$ cat config.mk
export PLATFORM = sky130hd
export DESIGN_NAME = mac_operand_sequencer
export DESIGN_NICKNAME = d
export VERILOG_FILES = /design/src/rtl/mac_operand_sequencer.sv
export SDC_FILE = /design/constraint.sdc
export NUM_CORES = 1
export LEC_CHECK = 0
export CORE_UTILIZATION = 56
export DETAILED_ROUTE_END_ITERATION = 10
export PLACE_DENSITY = 0.76
export RECOVER_POWER = 100
export SETUP_SLACK_MARGIN = 0.4
export SLEW_MARGIN = 5
export SYNTH_ARGS = -nofsm -noshare
export SYNTH_HDL_FRONTEND = slang
export SYNTH_SLANG_ARGS = --single-unit
$ cat constraint.sdc
create_clock -name clk -period 2.65 [get_ports clk]
set_clock_uncertainty 0.15 [all_clocks]
set_input_delay 0.53 -clock clk [delete_from_list [all_inputs] [get_ports clk]]
set_output_delay 0.53 -clock clk [all_outputs]
set_load 0.1 [all_outputs]
$ cat src/rtl/mac_operand_sequencer.sv
// mac_operand_sequencer: buffers (a, b, last) operand pairs from a valid/ready
// producer in a small FIFO. It streams one pair per cycle into an 8x8 MAC and
// pulses out_HL once to close each dot-product vector. A vector closes on
// last=1 or after MAX_LEN pairs; a close without last sets len_err.
// Optional feature: define SEQ_VEC_COUNT_EN to add the vec_count output.
// vec_count counts closed vectors and wraps at 2^CNT_W.
module mac_operand_sequencer #(
    parameter int DATA_W  = 8,
    parameter int DEPTH   = 4,
    parameter int MAX_LEN = 16,
    parameter int CNT_W   = 8
) (
    input  logic              clk,
    input  logic              reset,
    input  logic              in_valid,
    output logic              in_ready,
    input  logic [DATA_W-1:0] in_a,
    input  logic [DATA_W-1:0] in_b,
    input  logic              in_last,
    output logic [DATA_W-1:0] op_a,
    output logic [DATA_W-1:0] op_b,
    output logic              out_HL,
    input  logic              mac_error,
    output logic              err_sticky,
    output logic              len_err,
    output logic              busy
`ifdef SEQ_VEC_COUNT_EN
    ,
    output logic [CNT_W-1:0]  vec_count
`endif
);

    localparam int AW    = $clog2(DEPTH);
    localparam int PW    = AW + 1;
    localparam int LEN_W = $clog2(MAX_LEN + 1);

    typedef enum logic [1:0] {
        IDLE   = 2'd0,
        STREAM = 2'd1,
        CLOSE  = 2'd2,
        GAP    = 2'd3
    } state_t;

    state_t            state;
    logic [PW-1:0]     wr_ptr;
    logic [PW-1:0]     rd_ptr;
    logic [DATA_W-1:0] mem_a    [DEPTH];
    logic [DATA_W-1:0] mem_b    [DEPTH];
    logic              mem_last [DEPTH];
    logic [LEN_W-1:0]  pair_cnt;

    logic              full;
    logic              empty;
    logic              push;
    logic              pop;
    logic [DATA_W-1:0] head_a;
    logic [DATA_W-1:0] head_b;
    logic              head_last;
    logic              close_now;

    // The extra pointer bit tells full from empty when the indices match.
    assign empty     = (wr_ptr == rd_ptr);
    assign full      = (wr_ptr[AW] != rd_ptr[AW]) && (wr_ptr[AW-1:0] == rd_ptr[AW-1:0]);
    // in_ready depends only on registered occupancy, so a same-cycle pop never frees a slot.
    // It is held low while reset is asserted.
    assign in_ready  = reset && !full;
    assign push      = in_valid && in_ready;
    assign pop       = (state == STREAM) && !empty;
    assign head_a    = mem_a[rd_ptr[AW-1:0]];
    assign head_b    = mem_b[rd_ptr[AW-1:0]];
    assign head_last = mem_last[rd_ptr[AW-1:0]];
    assign close_now = pop && (head_last || (pair_cnt == LEN_W'(MAX_LEN - 1)));
    assign busy      = !empty || (state != IDLE);

    // FIFO storage: data only, no reset needed.
    always_ff @(posedge clk) begin
        if (push) begin
            mem_a[wr_ptr[AW-1:0]]    <= in_a;
            mem_b[wr_ptr[AW-1:0]]    <= in_b;
            mem_last[wr_ptr[AW-1:0]] <= in_last;
        end
    end

    // FIFO pointers; a reset drops any queued pairs.
    always_ff @(posedge clk) begin
        if (!reset) begin
            wr_ptr <= '0;
            rd_ptr <= '0;
        end else begin
            if (push) wr_ptr <= wr_ptr + PW'(1);
            if (pop)  rd_ptr <= rd_ptr + PW'(1);
        end
    end

    // Sequencer FSM with registered MAC-facing outputs; outputs lag the state by one cycle.
    always_ff @(posedge clk) begin
        if (!reset) begin
            state    <= IDLE;
            op_a     <= '0;
            op_b     <= '0;
            out_HL   <= 1'b0;
            pair_cnt <= '0;
            len_err  <= 1'b0;
        end else begin
            case (state)
                IDLE: begin
                    op_a   <= '0;
                    op_b   <= '0;
                    out_HL <= 1'b0;
                    if (!empty) state <= STREAM;
                end
                STREAM: begin
                    out_HL <= 1'b0;
                    if (!empty) begin
                        op_a <= head_a;
                        op_b <= head_b;
                        if (close_now) begin
                            state    <= CLOSE;
                            pair_cnt <= '0;
                            if (!head_last) len_err <= 1'b1;
                        end else begin
                            pair_cnt <= pair_cnt + LEN_W'(1);
                        end
                    end else begin
                        // Null product keeps the MAC accumulator unchanged while starved.
                        op_a <= '0;
                        op_b <= '0;
                    end
                end
                CLOSE: begin
                    op_a   <= '0;
                    op_b   <= '0;
                    out_HL <= 1'b1;
                    state  <= GAP;
                end
                GAP: begin
                    op_a   <= '0;
                    op_b   <= '0;
                    out_HL <= 1'b0;
                    state  <= empty ? IDLE : STREAM;
                end
                default: begin
                    op_a   <= '0;
                    op_b   <= '0;
                    out_HL <= 1'b0;
                    state  <= IDLE;
                end
            endcase
        end
    end

    // Sticky MAC error flag, cleared only by reset.
    always_ff @(posedge clk) begin
        if (!reset) err_sticky <= 1'b0;
        else        err_sticky <= err_sticky | mac_error;
    end

`ifdef SEQ_VEC_COUNT_EN
    // Closed-vector counter; increments once per CLOSE cycle and wraps naturally.
    always_ff @(posedge clk) begin
        if (!reset)              vec_count <= '0;
        else if (state == CLOSE) vec_count <= vec_count + CNT_W'(1);
    end
`endif

endmodule

Word-level counts from Yosys, hierarchy flattened
Memory sizes are Yosys's and may differ from the RTL's. A register that Yosys moved wholly into a read port is not among the register bits. Index checks and enable logic that the tools add are counted. W data, S select, Z words.

Add/subtract/negate cells: 3. Equality and inequality tests: 10. Mux-type cells: 19. Bitwise logic cells: 3. Reductions and logical operators: 16.

Operators with widths (number): $pmux W8 S2 (2); $mux W2 (9); $mux W8 (2); $pmux W2 S4 (1); $add A3 B1 Y3 const B (2); $ne A2 B2 Y1 const B (3); $reduce_or A3 Y1 (2); $add A5 B1 Y5 const B (1); $eq A5 B4 Y1 const B (1); $logic_and A1 B1 Y1 (5); $mux W5 (1); $eq A2 B2 Y1 const B (2); $reduce_and A4 Y1 (1); $eq A3 B3 Y1 (1); $mux W1 (3); $reduce_and A3 Y1 (1); $eq A2 B1 Y1 const B (1); $eq A2 B2 Y1 (1); $logic_not A1 Y1 (2); $logic_not A2 Y1 (1); $logic_or A1 B1 Y1 (2); $not A1 Y1 (2); $pmux W1 S2 (1); $reduce_and A2 Y1 (1); 3 further kinds (3).

Bits in registers: 32. RAM bits: 68. Output and inout port bits: 21. Logic and storage cells: 63. Memories kept: 3.

Memories: mem_a (words 4, width 8, read ports 1, clocked after Yosys merged registers in 1, wr ports 1, RTL line 47) `logic [DATA_W-1:0] mem_a [DEPTH];`; mem_b (words 4, width 8, read ports 1, clocked after Yosys merged registers in 1, wr ports 1, RTL line 48) `logic [DATA_W-1:0] mem_b [DEPTH];`; mem_last (words 4, width 1, read ports 1, clocked after Yosys merged registers in 1, wr ports 1, RTL line 49) `logic mem_last [DEPTH];`.

Logic depth before layout (Yosys ltp)
Depth in word-level cells: 7. Mapped depth: 8. Mapped depth without buffers: 8.

Least setup slack after synthesis
Ideal clock, no wire load.

Path type: input to register. From: input port reset. To: memory mem_a[3][0] (enable). Arrival time: 2223 ps. Required time: 2124 ps. Setup slack: -99 ps. Cell stages on the path: 3. Cells stage by stage: clkbuf_1 -> o21a_1 -> and3_1.

Word-level cells in the longest chain between the ends: 4.

RTL lines: start, declared (RTL line 14) `input logic reset,`; $logic_and A1 B1 Y1 (RTL line 66) `assign in_ready = reset && !full;`; net in_ready (RTL line 16) `output logic in_ready,`; $logic_and A1 B1 Y1 (RTL line 67) `assign push = in_valid && in_ready;`; $mux W1 (RTL line 77) `if (push) begin`; $mux W1 (implied by the code) (RTL line 78) `mem_a[wr_ptr[AW-1:0]] <= in_a;`; end, declared (RTL line 47).

The timed path passes the listed nets, and every way through them passes these cells.

Worst setup path after layout
From: register state[1]. To: output port busy.

Word-level cells in the longest chain between the ends: 2.

RTL lines: start, declared (RTL line 44) `state_t state;`; start signal, assigned (RTL line 140) `state <= empty ? IDLE : STREAM;`; $reduce_bool A2 Y1 (RTL line 73) `assign busy = !empty || (state != IDLE);`; $logic_or A1 B1 Y1 (RTL line 73); end, declared (RTL line 26) `output logic busy`.

Every way passes these cells.

==> impl_results.md <==
* Status: completed
* 1st-pass router iterations at 4
* Vias in the first global route at 1970
* Share of post-route cells with drive strength above 1 at 17.5%
* Rel. slew slack at 22.3%
* Synth Net Count at 267
* Post-placement cell area at 4450 µm²
* Starting Density at 58.2%
* Switching power total at 1160 µW
* Seq pwr share at 48.8%
* Reg2Reg Setup Slack at 0.41 ns
* Cell count after synthesis at 233
* Largest net degree at the start of global routing at 21
* I/O pin cnt at 42
* Setup Viol. Count Final at 0
* Die ar. at 7400 µm²
* Worst-Margin Slew at 1.17 ns
* P_int at 2580 µW
* Core area at 6790 µm²
* CP endpoint: busy
* Skew-Pair Late Insertion Delay at 0.35 ns
* Syn Area/Cell at 17.0 µm²
* Die X at 86.0 µm
* Crit Path Max Fanout at 6
* Clock tree buffer depth at 2
* Row cnt at 30
* WL/cell at 17.0 µm
* Worst vdd ir at 0.422 mV
* Warnings from Yosys at 0
* Storage cell area at 2730 µm²
* Combinational Power Share at 23.4%
* Final period util at 89.2%
* Hold_sp: err_sticky
* Async set-reset flop share out of synthesis at 0%
* Diodes inserted at 0
* Worst setup startpoint: state[1]
* Residual DRC at 0
* R2R cell count at 8
* Area of the multi-input gates at 1150 µm²
* Post-synth EDFFs at 68
* FF-to-FF End: state[1]
* Cell Pwr Density at 818 nW/µm²
* Critical Path RT at 1.97 ns
* Syn Std Cell Area at 3960 µm²
* Critical path arrival at 1.68 ns
* HPWL Detailed at 4.12 mm
* Final net count at 315
* RR Startpoint: pair_cnt[0]
* RSZ-0062 raised after global routing: false
* DIE HEIGHT at 86.0 µm
* Net Sw Frac at 31.0%
* Post-synth top flop: edfxtp_1
* Area Overhead vs Synth at 15.8%
* GR Util All Layers at 19.4%
* Overflow after GRT at 0
* Peak Freq at 0.423 GHz
* Routed wire length at 6.51 mm
* Hold buffers post-CTS at 0
* Crit Path Class: flop to output pin
* CTS Root Cell: clkbuf_8
* Seq cells post-synth at 102
* Fillers at 494
* Via count at 2039
* First DRT Iteration DRCs at 100
* Slew Viols, Final at 0
* Final min period at 2.36 ns
* Worst Setup End Kind: output pin
* Clock Sinks at 102
* Total Negative Setup Slacks at 0 ns
* Max cap viols at 0
* TritonCTS buffer count at 9
* Count of cell types in the netlist at 43
* Port bufs at 41
* Static leakage at 0.00161 µW
* Post-route cell area at 4580 µm²
* H-tree depth at 3
* Remaining antenna violation count at 0
* Clk slew on worst S/H paths at 0.09 ns
* Fin. Hold Viols at 0
* Startpoint types: flop
* Sequential fraction of the synthesis area at 68.8%
* Commonest non-fill, non-tap cells in the layout: edfxtp_1 (68), dfxtp_1 (30), and3_1 (21), clkbuf_1 (21), dlygate4sd3_1 (18)
* Final GP Congestion at 0.768
* Via/cell ratio at 5.34
* Most common cell after layout, fill and taps aside: edfxtp_1
* Min-Delay Path Class: flop to flop
* Util after Layout at 67.4%
* CTS tree: yes
* Clock power frac at 27.8%
* First-pass GRT wire length at 10.3 mm
* Antenna violations before repair at 0
-- cells in the mapped netlist, drive strengths merged (2+ instances only) --
cell type,n,area [µm²]
nand2,5,18.8
edfxtp,68,2040
nor2b,7,43.8
inv,7,26.3
mux2i,4,43.8
xnor2,5,66.3
buf,7,56.3
o21a,2,15.0
ha,13,163
a21boi,3,22.5
nor2,4,22.5
a21oi,6,33.8
mux4,16,368
nand3,5,25.0
o21ai,4,20.0
clkbuf,3,11.3
dfxtp,34,681
nor3,2,15.0
and2,4,25.0
a22oi,2,33.8
and3,21,131
-- metrics by stage --
step / power [µW] / std cells / setup WS (ns) / hold slack [ns]
final: 3750 / 382 / 0.286 / 0.311
after global routing: 3900 / 382 / 0.227 / 0.340
after CTS: 3860 / 381 / 0.414 / 0.317
after detailed placement: 2830 / 365 / 0.368 / 0.295
after global placement: 2800 / 365 / 0.393 / 0.287
after floorplan: 2570 / 233 / 0.0820 / 0.297
-- cells by family (layout without fill, tap and decap cells) --
logic type,count (synthesis),count (layout),synth area share [%]
AOI/OAI and AO/OA,22,22,4.14
xor gates and xnor gates,6,6,1.90
adders and majority gates,13,13,4.11
buffers and inverters,17,70,2.37
DFF,102,102,68.8
muxes,20,20,10.4
and+or+nand+nor,53,53,8.23
-- registers in the layout (all words and copies together), names as in the netlist, 2 cells and up, named ones only --
name and flops:
op_a 8, pair_cnt 5, wr_ptr 3, rd_ptr 3
mem_last 4, mem_b 32, mem_a 32, state 2
op_b 8
-- worst min-delay path by stage --
stage | to | slack (ns) | cells after the start
floorplan | wr_ptr[2] | 0.30 | 1
global placement | err_sticky | 0.29 | 1
detailed placement | err_sticky | 0.29 | 1
CTS | err_sticky | 0.32 | 1
global route | err_sticky | 0.34 | 1
finish | err_sticky | 0.31 | 1
-- power groups by stage --
stage          clock network [µW]  logic [µW]  registers [µW]
3_3_place_gp                    0         943            1860
4_1_cts                      1060         969            1830
5_1_grt                      1130         935            1840
2_1_floorplan                   0         526            2050
6_report                     1040         877            1830
3_5_place_dp                    0         966            1860
-- routing by layer --
metal	up-vias	wire [µm]	track usage, %
met3	2	306	6.26
met5	-	0	0
met4	0	31	6.36
li1	976	-	-
met2	55	3200	30.7
met1	1006	2970	25.7
-- cell type report --
| class | count | share of cell area [%] |
|---|---|---|
| Clock buffer | 10 | 2.79 |
| Tap cell | 96 | 2.62 |
| Timing Repair Buffer | 47 | 7.38 |
| Inverter | 7 | 0.574 |
| Multi-Input combinational cell | 114 | 25.2 |
| Clock inverter | 6 | 1.86 |
| Sequential cell | 102 | 59.6 |
-- critical path, stage by stage, from the launching register on --
cell and delay [ns]:
dfxtp_1 0.45, inv_1 0.14, ha_4 0.18, nand4_1 0.10
clkbuf_2 0.47
-- timing repair --
| action | 4_1_cts | 5_1_grt |
|---|---|---|
| setup buffers | 0 | 1 |
| resized for setup | 0 | 4 |
| setup endpoints to repair | 0 | 1 |
No activity file was read; power rests on OpenSTA's default activity.
